**src/rtl/mem_access_unit.sv**
```systemverilog
// MEM-stage load/store unit: byte-addressed loads/stores onto a word-addressed data_ram.
// Sub-word stores run as a read-modify-write with one stall cycle.
//
//   state | meaning
//   IDLE  | accepting a new access; loads, SW and the RMW read cycle happen here
//   RMW   | write cycle of a sub-word store, merged word goes to the RAM
module mem_access_unit #(
    parameter int ADDR_WIDTH = 5
) (
    input  logic        clk,
    input  logic        rst,
    input  logic        mem_valid,
    input  logic        mem_write,
    input  logic [2:0]  mem_funct3,
    input  logic [31:0] mem_addr,
    input  logic [31:0] mem_wdata,
    input  logic [31:0] ram_dout,
    output logic        ram_we,
    output logic [31:0] ram_addr,
    output logic [31:0] ram_din,
    output logic [31:0] load_data,
    output logic        stall,
    output logic        mem_err
);

    typedef enum logic {
        IDLE = 1'b0,
        RMW  = 1'b1
    } state_t;

    state_t      state, state_nxt;
    logic [31:0] rmw_buf;
    logic [1:0]  rmw_lane;
    logic        rmw_half;
    logic [15:0] rmw_data;

    logic        is_w, is_h, f3_bad, err_c, sub_store;
    logic [7:0]  byte_sel;
    logic [15:0] half_sel;
    logic [31:0] merged;

    // Word index as data_ram decodes it; kept only as a debug reference, the RAM range-checks itself.
    logic [ADDR_WIDTH-1:0] unused_word_idx;
    assign unused_word_idx = mem_addr[ADDR_WIDTH+1:2];

    assign ram_addr = {2'b00, mem_addr[31:2]};

    assign is_w   = (mem_funct3 == 3'b010);
    assign is_h   = (mem_funct3[1:0] == 2'b01);
    assign f3_bad = (mem_funct3 == 3'b011) || (mem_funct3[2:1] == 2'b11);
    assign err_c  = mem_valid && (f3_bad
                                  || (is_w && (mem_addr[1:0] != 2'b00))
                                  || (is_h && mem_addr[0])
                                  || (mem_write && mem_funct3[2]));
    assign sub_store = mem_valid && mem_write && !err_c && !is_w;

    // Lane extraction from the RAM word for loads
    always_comb begin
        case (mem_addr[1:0])
            2'b00:   byte_sel = ram_dout[7:0];
            2'b01:   byte_sel = ram_dout[15:8];
            2'b10:   byte_sel = ram_dout[23:16];
            default: byte_sel = ram_dout[31:24];
        endcase
        half_sel = mem_addr[1] ? ram_dout[31:16] : ram_dout[15:0];
    end

    // Merge the captured store data into the word read during the first cycle
    always_comb begin
        merged = rmw_buf;
        if (rmw_half) begin
            if (rmw_lane[1]) merged[31:16] = rmw_data;
            else             merged[15:0]  = rmw_data;
        end else begin
            case (rmw_lane)
                2'b00:   merged[7:0]   = rmw_data[7:0];
                2'b01:   merged[15:8]  = rmw_data[7:0];
                2'b10:   merged[23:16] = rmw_data[7:0];
                default: merged[31:24] = rmw_data[7:0];
            endcase
        end
    end

    // State register plus capture of the read word and store lane for the RMW cycle
    always_ff @(posedge clk or posedge rst) begin
        if (rst) begin
            state    <= IDLE;
            rmw_buf  <= '0;
            rmw_lane <= '0;
            rmw_half <= 1'b0;
            rmw_data <= '0;
        end else begin
            state <= state_nxt;
            if (state == IDLE && sub_store) begin
                rmw_buf  <= ram_dout;
                rmw_lane <= mem_addr[1:0];
                rmw_half <= is_h;
                rmw_data <= mem_wdata[15:0];
            end
        end
    end

    // Next-state and output decode; reset forces the RAM strobe and stall low immediately
    always_comb begin
        state_nxt = state;
        ram_we    = 1'b0;
        stall     = 1'b0;
        ram_din   = '0;
        load_data = '0;
        mem_err   = err_c;
        case (state)
            IDLE: begin
                if (mem_valid && !err_c) begin
                    if (mem_write) begin
                        if (is_w) begin
                            ram_we  = 1'b1;
                            ram_din = mem_wdata;
                        end else begin
                            stall     = 1'b1;
                            state_nxt = RMW;
                        end
                    end else if (is_w) begin
                        load_data = ram_dout;
                    end else if (is_h) begin
                        load_data = {{16{half_sel[15] & ~mem_funct3[2]}}, half_sel};
                    end else begin
                        load_data = {{24{byte_sel[7] & ~mem_funct3[2]}}, byte_sel};
                    end
                end
            end
            RMW: begin
                ram_we    = 1'b1;
                ram_din   = merged;
                state_nxt = IDLE;
            end
            default: state_nxt = IDLE;
        endcase
        if (rst) begin
            ram_we    = 1'b0;
            stall     = 1'b0;
            ram_din   = '0;
            load_data = '0;
            mem_err   = 1'b0;
            state_nxt = IDLE;
        end
    end

endmodule
```
**config.mk**
```make
export PLATFORM = sky130hd
export DESIGN_NAME = mem_access_unit
export DESIGN_NICKNAME = d
export VERILOG_FILES = /design/src/rtl/mem_access_unit.sv
export SDC_FILE = /design/constraint.sdc
export NUM_CORES = 1
export LEC_CHECK = 0
export BUFFER_PORTS_ARGS = -buffer_cell sky130_fd_sc_hd__buf_2
export CAP_MARGIN = 5
export CORE_MARGIN = 2
export CORE_UTILIZATION = 48
export CTS_BUF_LIST = sky130_fd_sc_hd__clkbuf_16
export CTS_CLUSTER_SIZE = 28
export DETAILED_ROUTE_END_ITERATION = 6
export GPL_TIMING_DRIVEN = 0
export PLACE_DENSITY_LB_ADDON = 0.2
export RECOVER_POWER = 50
export SKIP_LAST_GASP = 1
export SYNTH_ARGS = -nofsm -noshare
export SYNTH_HDL_FRONTEND = slang
export SYNTH_SLANG_ARGS = --single-unit
```
**constraint.sdc**
```tcl
create_clock -name clk -period 3 [get_ports clk]
set_clock_uncertainty 0.2 [all_clocks]
set_input_delay 0.3 -clock clk [delete_from_list [all_inputs] [get_ports clk]]
set_output_delay 0.3 -clock clk [all_outputs]
set_load 0.02 [all_outputs]
```
# Yosys cells after proc, flatten, opt, wreduce, memory -nomap -nowiden
# Index checks and enable logic that the tools add are counted.
[word_totals]
ff_bits = 52
out_inout_bits = 99
in_bits = 103
[classes]
n_eq_ne = 8
reduce_logical = 19
muxes = 33
bitwise_logic = 4
[op_table]
columns = ["op", "count"]
rows = [
  ["$mux W32", 11],
  ["$pmux W32 S2", 1],
  ["$mux W16", 3],
  ["$mux W8", 4],
  ["$pmux W8 S3", 1],
  ["$mux W1", 11],
  ["$logic_and A1 B1 Y1", 9],
  ["$eq A2 B1 Y1 const B", 3],
  ["$eq A2 B2 Y1 const B", 3],
  ["$eq A3 B2 Y1 const B", 2],
  ["$logic_not A2 Y1", 2],
  ["$logic_or A1 B1 Y1", 4],
  ["$pmux W1 S2", 2],
  ["$reduce_or A3 Y1", 1],
  ["$and A1 B1 Y1", 2],
  ["$logic_not A1 Y1", 2],
  ["$not A1 Y1", 2],
  ["$reduce_bool A2 Y1", 1],
]

# Longest topological paths before layout
# Gate-level depths: netlist (run 1).
[depth]
ltp_word = 11
ltp_mapped = 7

# Least setup slack after synthesis (run 1)
# OpenSTA, ideal clock, no wires.
[synth_timing]
kind = "input port to output port"
start = "input port rst"
end = "output port ram_din[31]"
cell_stages = 5
slack_ns = -0.151
t_arrival_ns = 2.651
required_time_ns = 2.500
path_cell_list = "inv_1 -> nand4_1 -> a2bb2oi_1 -> clkbuf_1 -> a211oi_1"
[synth_between]
elab_chain_len = 1
[synth_lines]
columns = ["item", "line_no", "source"]
rows = [
  ["start: declaration", "11", "input logic rst,"],
  ["$mux W32", "138", "if (rst) begin"],
  ["end: declaration", "20", "output logic [31:0] ram_din,"],
]
# No other way between the ends.

# Worst setup path in the final report (run 1)
[layout_timing]
start = "register rmw_lane[1]"
end = "output port ram_din[7]"
[layout_between]
elab_chain_len = 5
[layout_lines]
columns = ["item", "line_no", "source"]
rows = [
  ["start: declaration", "33", "logic [1:0] rmw_lane;"],
  ["start signal: assignment", "96", "rmw_lane <= mem_addr[1:0];"],
  ["$logic_not A2 Y1", "75", "case (rmw_lane)"],
  ["$mux W8", "75", ""],
  ["$mux W32 (*)", "71", "if (rmw_half) begin"],
  ["$pmux W32 S2 (*)", "111", "case (state)"],
  ["$mux W32 (*)", "138", ""],
]
# Mark *: on every way between the ends. The rest lies on a longest branch, timed or not.

==> impl_metrics.csv, run 1 <==
group,metric,value,unit
status,status,"complete, no violations",
route,drt_iter0_drc,253,
route,wire_per_inst,19.94,um
sta,hold_viol_final,0,
cts,cts_buffers,5,
synth,ys_seq_elements,52,
synth,synth_edf_count,0,
place,place.port_buffers,168,
run,drv_cap,0,
floorplan,initial_core_util,49.31,%
route,wl_met2,6782,um
cts,cts_sinks,52,
route,detail_route.vias_per_cell,5.913,
setup_path,startpoint_type,"register",
synth,syn_area,4300,um^2
sta,fin_ws,0.2020,ns
sta,fin_crit,2.798,ns
route,vias,4358,
finish,drive_gt1_share,37.52,%
power,p_leak,2.758,nW
finish,most-common-layout-cells,"138 x buf_2, 63 x clkbuf_1, 52 x dfrtp_1",
sta,tightest_slew,0.8186,ns
sta,rsz0062_at_grt,"false",
route,postRouteAntennaNets,0,
grt,grt_overflow,0,
finish,diodes,0,
floorplan,die_w,98.65,um
synth,ys_types,51,
route,totalWireLength,14700,um
place,dpl_worst_slack,-0.7649,ns
finish,syn_to_final_growth,24.53,%
route,drc,0,
synth,avgSynthCellArea,9.599,um^2
sta,slew_violations,0,
cts,clk_pin_slew_worst_paths,0.07,ns
floorplan,die_area,9732,um^2
setup_path,critPathMaxFanout,10,
cts,htree_num_levels,2,
place,place.gp.congestion,0.9610,
setup_path,cp.required,2.50,ns
grt,grt_first_pass_wirelength,21870,um
cts,clk_latency,0.29,ns
route,dr_wl_met3,1345,um
route,highest_layer,"met4",
sta,period_share,93.27,%
grt,grt_pass1_vias,3959,
finish,nNetsFinal,731,
route,dr.pass1.iters,5,
route,wl_met1,6145,um
cts,cts_buffer_depth,2,
grt,antenna_found_initial,0,
power,powerDensity,510.2,nW/um^2
floorplan,coreArea,8721,um^2
grt,grtUsageTotal,28.80,%
place,place_area,5284,um^2
sta,slew_headroom,44.92,%
finish,final_common_cell,"buf_2",
floorplan,rows,34,
place,place_hpwl,11350,um
synth,synthArstFlopShare,100.0,%
power,ir_worst_vdd,0.0002468,V
setup_path,end_kind,"primary output",
min_path,hold_path.class,"input port to asynchronous set/reset pin",
synth,synth_ff_type,"dfrtp_1",
synth,yosys_warnings,0,
cts,cts_tree,"built",
sta,setup_violations,0,
floorplan,io_pins,202,
setup_path,crit_type,"register to primary output",
synth,synth_seq_area_share,30.26,%
sta,fmax,0.3574,GHz
floorplan,die_h,98.65,um
cts,cts_root_buffer,"clkbuf_16",
finish,fin_area,5355,um^2
grt,grt_max_degree,28,
setup_path,cp_data_arrival_time,2.30,ns
synth,netlist_instances,448,
synthesized netlist by cell type (all sizes together) (4+ instances only):
library cell / count / share of area (%)
buf: 41 / 8.7
mux2i: 20 / 4.7
clkbuf: 28 / 2.5
nor3: 36 / 4.2
o22ai: 6 / 0.87
o21ai: 31 / 3.7
a221oi: 7 / 1.6
nand2: 9 / 0.79
o211a: 8 / 1.9
a31oi: 5 / 0.73
nand3: 5 / 0.58
a211oi: 22 / 4.0
a21oi: 5 / 0.58
mux2: 49 / 17
inv: 12 / 1.0
dfrtp: 52 / 30
nor4: 4 / 0.93
a22oi: 19 / 3.3
a22o: 5 / 1.0
and2: 4 / 0.58
nor2: 46 / 4.0
mux4: 4 / 2.1
kinds of logic (layout without fill, tap and decap cells):
group / after synthesis / after routing / synth area share, %
compound gates: 122 / 122 / 20.42
other cells: 1 / 2 / 0.08720
buf+inv: 83 / 263 / 12.37
simple gates: 117 / 117 / 13.18
mux: 73 / 73 / 23.68
flops: 52 / 52 / 30.26
layer usage:
layer,vias up,track usage (%)
met5,-,0
met4,0,9.273
met3,33,4.894
met2,283,46.57
met1,2043,39.55
li1,1999,-
timing repair:
action / 4_1_cts / 5_1_grt
setup endpoints to repair: 33 / 0
gates resized for setup: 1 / 0
hold endpoints to repair: 11 / 0
setup buffers: 0 / 0
hold buffers: 1 / 0
worst paths after layout:
path / from / to / slack [ns] / cells after the start
worst max register to register: state / rmw_buf[23] / 0.63 / 4
worst min register to register: rmw_buf[2] / rmw_buf[2] / 0.31 / 1
worst max-delay path: rmw_lane[1] / ram_din[7] / 0.20 / 7
max in group asynchronous: rst / rmw_data[5] / 1.48 / 3
worst min-delay path: rst / rmw_buf[25] / 0.03 / 2
min in group clk: mem_wdata[15] / rmw_data[15] / 0.05 / 2
worst max-delay path: stages (launching register included):
cell,delay [ns]
dfrtp_1,0.33
clkbuf_1,0.36
inv_1,0.26
o21a_1,0.16
clkbuf_2,0.21
mux2i_1,0.17
a211oi_1,0.30
buf_2,0.22
area by class of cell:
type / instances / area [um^2]
buffer: 69 / 431.7
clock buffer: 5 / 125.1
clock inverter: 3 / 38.79
fill: 802 / 3366
inverter: 14 / 53.80
multi-input combinational: 314 / 2445
sequential: 52 / 1301
tap: 108 / 135.1
timing repair buffer: 170 / 814.5
timing repair inverter: 2 / 10.01
sequential cells by signal, summed over array words and instances, names as in the netlist:
register,cells
rmw_buf,32
rmw_data,16
rmw_half,1
rmw_lane,2
state,1
metrics by stage:
stage	cells	TNS, ns	power, W	hold WS [ns]	util (%)
global route	737	0	0.002860	0.05390	61.41
global placement	725	-20.83	0.002073	0.2955	60.59
detailed placement	725	-22.27	0.002094	0.2973	60.59
CTS	736	0	0.002743	0.02173	62.77
floorplan	449	0	0.001785	0.1664	-
finish	737	0	0.002732	0.03388	61.41
power by group:
part	total (W)	switching, W	internal [W]
logic	0.000995	0.000490	0.000505
clock network	0.000640	0.000251	0.000389
registers	0.00110	0.000214	0.000883
(Power assumes the default switching activity.)
==> run 2: changes to the inputs <==
--- a/config.mk
+++ b/config.mk
@@ -7,13 +7,15 @@
 export LEC_CHECK = 0
 export BUFFER_PORTS_ARGS = -buffer_cell sky130_fd_sc_hd__buf_2
 export CAP_MARGIN = 5
+export CELL_PAD_IN_SITES_DETAIL_PLACEMENT = 2
+export CELL_PAD_IN_SITES_GLOBAL_PLACEMENT = 2
 export CORE_MARGIN = 2
-export CORE_UTILIZATION = 48
+export CORE_UTILIZATION = 27
 export CTS_BUF_LIST = sky130_fd_sc_hd__clkbuf_16
 export CTS_CLUSTER_SIZE = 28
 export DETAILED_ROUTE_END_ITERATION = 6
 export GPL_TIMING_DRIVEN = 0
-export PLACE_DENSITY_LB_ADDON = 0.2
+export PLACE_DENSITY = 0.88
 export RECOVER_POWER = 50
 export SKIP_LAST_GASP = 1
 export SYNTH_ARGS = -nofsm -noshare
==> run 2 against run 1 <==
- maximum frequency down 4.3%
- critical path depth down 2
- total power up 1.4%
- first-iteration DRC count down 6.7%
- cell area up 2.6%
- via count up 0.94%
- sequential share of layout area down 0.61 points
- hold slack better by 0.012 ns
- clock power down 6.4%
- routed wire length up 31%
- register-to-register slack better by 0.25 ns
- die area up 74%
- largest cell class unchanged
- highest routed layer unchanged
==> impl_metrics.csv, run 2 (synthesis results as in run 1) <==
group,metric,value,unit
status,status,"complete, no violations",
min_path,hold_end,"rmw_data[15]",
grt,antenna_found_initial,0,
sta,fmax,0.3419,GHz
sta,slew_violations,0,
cts,cts_tree,"built",
cts,htree_num_levels,2,
setup_path,worstRegToRegCells,4,
finish,regMostFlops,"rmw_buf",
route,detail_route.vias_per_cell,5.194,
finish,final_common_cell,"buf_2",
finish,reg.largest.list,"rmw_buf (32), rmw_data (16), rmw_lane (2)",
setup_path,r2r_end,"rmw_buf[4]",
grt,grt_first_pass_wirelength,28730,um
floorplan,die_w,130.2,um
setup_path,crit_type,"register to primary output",
setup_path,end_kind,"primary output",
sta,hold_viol_final,0,
route,drc,0,
finish,fin_area,5493,um^2
setup_path,r2r-start,"state",
place,place.gp.congestion,0.8850,
finish,syn_to_final_growth,27.73,%
finish,largest_reg_flops,32,
route,postRouteAntennaNets,0,
route,vias,4399,
place,place.port_buffers,168,
sta,period_share,97.49,%
cts,cts_buffer_depth,2,
route,wire_per_inst,22.65,um
route,totalWireLength,19180,um
cts,cts_sinks,52,
sta,setup_violations,0,
finish,drive_gt1_share,37.56,%
floorplan,die_h,130.2,um
power,power,0.002770,W
grt,grtUsageTotal,22.53,%
floorplan,io_pins,202,
route,drt_iter0_drc,236,
cts,cts_setup_buffers,0,
setup_path,reg2reg_slack,0.88,ns
finish,most-common-layout-cells,"138 x buf_2, 61 x clkbuf_1, 52 x dfrtp_1",
setup_path,startpoint_type,"register",
sta,fin_crit,2.925,ns
sta,rsz0062_at_grt,"false",
power,ir_worst_vdd,0.0002330,V
cts,cts_root_buffer,"clkbuf_16",
grt,grt_overflow,0,
finish,final_cells,847,
power,powerDensity,504.3,nW/um^2
setup_path,cp_data_arrival_time,2.42,ns
run,drv_cap,0,
finish,diodes,0,
place,place_inst,833,
floorplan,initial_core_util,27.37,%
finish,nNetsFinal,733,
floorplan,rows,46,
min_path,hold_path.class,"input port to register",
min_path,worstHoldStart,"mem_wdata[15]",
cts,clk_latency,0.30,ns
min_path,hold_depth,2,
grt,grt_max_degree,28,
floorplan,coreArea,15710,um^2
sta,tightest_slew,0.9053,ns
setup_path,cp.required,2.50,ns
place,place_hpwl,15340,um
floorplan,die_area,16950,um^2
sta,holdWs,0.04630,ns
cts,cts_buffers,5,
cts,clk_pin_slew_worst_paths,0.07,ns
grt,grt_pass1_vias,4841,
setup_path,critPathMaxFanout,8,
place,place_area,5419,um^2
sta,slew_headroom,39.09,%
route,dr.pass1.iters,4,
power,p_leak,2.757,nW
## run 2: timing repair
action / CTS / global route
hold buffers: 2 / 1
endpoints found under the hold margin: 25 / 14
endpoints found under the setup margin: 33 / 0
resized for setup: 2 / 0
## run 2: area by class of cell
type                            instances  area [um^2]
Sequential cell                        52         1301
Clock buffer                            5        125.1
Buffer                                 69        447.9
Multi-Input combinational cell        314         2429
Fill cell                            1825        10220
Timing Repair Buffer                  172        834.6
Inverter                               14        53.80
Tap cell                              216        270.3
Timing Repair inverter                  2        10.01
Clock inverter                          3        21.27
## run 2: worst max-delay path by stage
stage | end | cells after the start | slack, ns | start
global route | ram_din[23] | 5 | 0.0007 | rmw_lane[0]
detailed placement | ram_din[30] | 7 | -0.87 | rst
finish | ram_din[23] | 5 | 0.08 | rmw_lane[0]
floorplan | ram_din[13] | 5 | 0.32 | rst
CTS | ram_din[30] | 7 | 0.11 | rmw_lane[1]
global placement | ram_din[23] | 7 | -0.75 | rst
## run 2: per-layer routing
| metal | up-vias | share of wire [%] | track usage [%] |
|---|---|---|---|
| met4 | 0 | 1.5 | 6.135 |
| met5 | - | 0 | 0 |
| met3 | 25 | 5.1 | 3.198 |
| met1 | 2184 | 42 | 27.57 |
| met2 | 186 | 51 | 41.24 |
| li1 | 2004 | - | - |
## run 2: worst max-delay path, stage by stage, from the launching register on
cell and delay, ns:
dfrtp_1 0.49, clkinv_1 0.27, o21ai_2 0.57, mux2i_1 0.16, a211oi_1 0.39, buf_2 0.24
## run 2: power breakdown
group / total (W) / leakage [nW] / internal (W) / switching, W
Clock: 0.000599 / 0.0722 / 0.000313 / 0.000286
Sequential: 0.00112 / 0.623 / 0.000882 / 0.000240
Combinational: 0.00105 / 2.06 / 0.000504 / 0.000545
Total: 0.00277 / 2.76 / 0.00170 / 0.00107
## run 2: metrics by stage
step	setup TNS, ns	utilization, %	setup WS, ns
floorplan	0	-	0.3179
global placement	-21.67	34.49	-0.7480
detailed placement	-24.91	34.49	-0.8749
CTS	0	35.66	0.1121
global route	0	34.96	0.0006906
finish	0	34.96	0.07539
==> run 3: changes to the inputs <==
--- a/config.mk
+++ b/config.mk
@@ -11,7 +11,7 @@
 export CELL_PAD_IN_SITES_GLOBAL_PLACEMENT = 2
 export CORE_MARGIN = 2
 export CORE_UTILIZATION = 27
-export CTS_BUF_LIST = sky130_fd_sc_hd__clkbuf_16
+export CTS_CLUSTER_DIAMETER = 150
 export CTS_CLUSTER_SIZE = 28
 export DETAILED_ROUTE_END_ITERATION = 6
 export GPL_TIMING_DRIVEN = 0
==> run 3 against run 2 <==
- non-clock buffer count fell by 1
- via count is 0.41% lower
- total power rose by 0.94%
- critical path depth unchanged
- routed wire length about the same
- worst setup slack better by 0.093 ns
- global-route usage is essentially flat
- critical path type unchanged
- critical endpoint is now ram_din[30]
- largest cell class unchanged
- highest routed layer unchanged
==> impl_metrics.csv, run 3 (synthesis results as in run 1) <==
group,metric,value,unit
finish,largest_reg_flops,32,
floorplan,coreArea,15710,um^2
finish,drive_gt1_share,37.78,%
setup_path,cp.required,2.50,ns
floorplan,io_pins,202,
status,status,"complete, no violations",
finish,most-common-layout-cells,"138 x buf_2, 61 x clkbuf_1, 52 x dfrtp_1",
sta,slew_violations,0,
cts,cts_sinks,52,
finish,nNetsFinal,732,
cts,clk_pin_slew_worst_paths,0.07,ns
run,drv_cap,0,
route,detail_route.vias_per_cell,5.178,
route,totalWireLength,19170,um
setup_path,critical_path_buf_inv_count,3,
sta,hold_viol_final,0,
sta,tightest_slew,0.8995,ns
finish,diodes,0,
grt,antenna_found_initial,0,
route,vias,4381,
setup_path,worst_path_dominant_cell_family,"buffers and inverters",
setup_path,reg2reg_slack,0.85,ns
min_path,hold_depth,2,
setup_path,startpoint_type,"register",
setup_path,critPathMaxStageDelay,0.46,ns
cts,htree_num_levels,2,
finish,final_cells,846,
setup_path,worstPathCellList,"clkbuf_1 -> clkbuf_2 -> nor2_1 -> a211oi_1 -> buf_2",
grt,grt_max_degree,28,
sta,rsz0062_at_grt,"false",
route,wl_met2,9729,um
floorplan,die_w,130.2,um
min_path,worstHoldStart,"mem_wdata[15]",
route,postRouteAntennaNets,0,
sta,setup_violations,0,
sta,slew_headroom,39.48,%
route,highest_layer,"met4",
route,wire_per_inst,22.65,um
sta,fin_crit,2.831,ns
floorplan,rows,46,
setup_path,cp_slowest_cell,"clkbuf_1",
finish,final_common_cell,"buf_2",
finish,syn_to_final_growth,27.76,%
grt,grt_first_pass_wirelength,28830,um
min_path,hold_end,"rmw_data[15]",
cts,cts_buffer_depth,2,
grt,grtUsageTotal,22.56,%
setup_path,critPathMaxFanout,10,
setup_path,crit_type,"register to primary output",
grt,grt_overflow,0,
place,place_inst,833,
power,ir_worst_vdd,0.0002206,V
sta,period_share,94.37,%
cts,cts_setup_buffers,0,
floorplan,die_area,16950,um^2
place,place.gp.congestion,0.8850,
route,wl_met1,8041,um
finish,regMostFlops,"rmw_buf",
cts,cts_buffers,5,
cts,cts_tree,"built",
power,powerDensity,509.0,nW/um^2
setup_path,r2r-start,"state",
sta,fmax,0.3532,GHz
cts,cts_root_buffer,"clkbuf_16",
route,dr.pass1.iters,5,
place,dpl_worst_slack,-0.8749,ns
finish,reg.largest.list,"rmw_buf (32), rmw_data (16), rmw_lane (2)",
setup_path,r2r_end,"rmw_buf[16]",
setup_path,end_kind,"primary output",
grt,grt_pass1_vias,4849,
route,drc,0,
cts,clk_latency,0.30,ns
route,drt_iter0_drc,220,
finish,utilization,34.97,%
floorplan,initial_core_util,27.37,%
power,p_leak,2.758,nW
sta,fin_ws,0.1689,ns
route,dr_wl_met3,1056,um
place,place_hpwl,15340,um
min_path,hold_path.class,"input port to register",
place,place.port_buffers,168,
floorplan,die_h,130.2,um
setup_path,cp_data_arrival_time,2.33,ns
setup_path,worstRegToRegCells,4,
run 3: final cells by class:
class	count	area [um^2]
Inverter	14	53.80
Timing Repair Buffer	172	834.6
Sequential cell	52	1301
Fill cell	1821	10220
Timing Repair inverter	2	10.01
Buffer	68	427.9
Tap cell	216	270.3
Clock buffer	6	138.9
Multi-Input combinational cell	314	2440
Clock inverter	2	17.52
run 3: how the worst max path moves through the flow:
stage | start | slack (ns) | to | cells past startpoint
2_1_floorplan | rst | 0.32 | ram_din[13] | 5
6_report | state | 0.17 | ram_din[30] | 5
3_3_place_gp | rst | -0.75 | ram_din[23] | 7
3_5_place_dp | rst | -0.87 | ram_din[30] | 7
5_1_grt | state | 0.08 | ram_din[30] | 5
4_1_cts | rmw_lane[0] | 0.11 | ram_din[20] | 5
run 3: power by group:
| group | switching, W | leakage (nW) | internal, W |
|---|---|---|---|
| Clock | 0.000283 | 0.0779 | 0.000339 |
| Combinational | 0.000536 | 2.06 | 0.000506 |
| Sequential | 0.000250 | 0.623 | 0.000882 |
run 3: metrics by stage:
stage                     TNS (ns)  area (um^2)  hold slack, ns  total power (W)
final                            0         5494         0.04535         0.002796
after global routing             0         5494         0.04869         0.002932
after CTS                        0         5613         0.05023         0.002827
after detailed placement    -24.91         5419          0.3098         0.002192
after global placement      -21.67         5419          0.2970         0.002120
after floorplan                  0         4308          0.1664         0.001785
run 3: metal layers:
layer	GRT usage, %	vias up
li1	-	2001
met1	27.66	2150
met2	40.99	205
met3	3.403	25
met4	6.325	0
met5	0	-
run 3: timing repair:
| action | 4_1_cts | 5_1_grt |
|---|---|---|
| endpoints found under the setup margin | 33 | 2 |
| hold endpoints to repair | 25 | 11 |
| cloned | 2 | 0 |
| resized for setup | 2 | 1 |
| hold buffers | 2 | 1 |
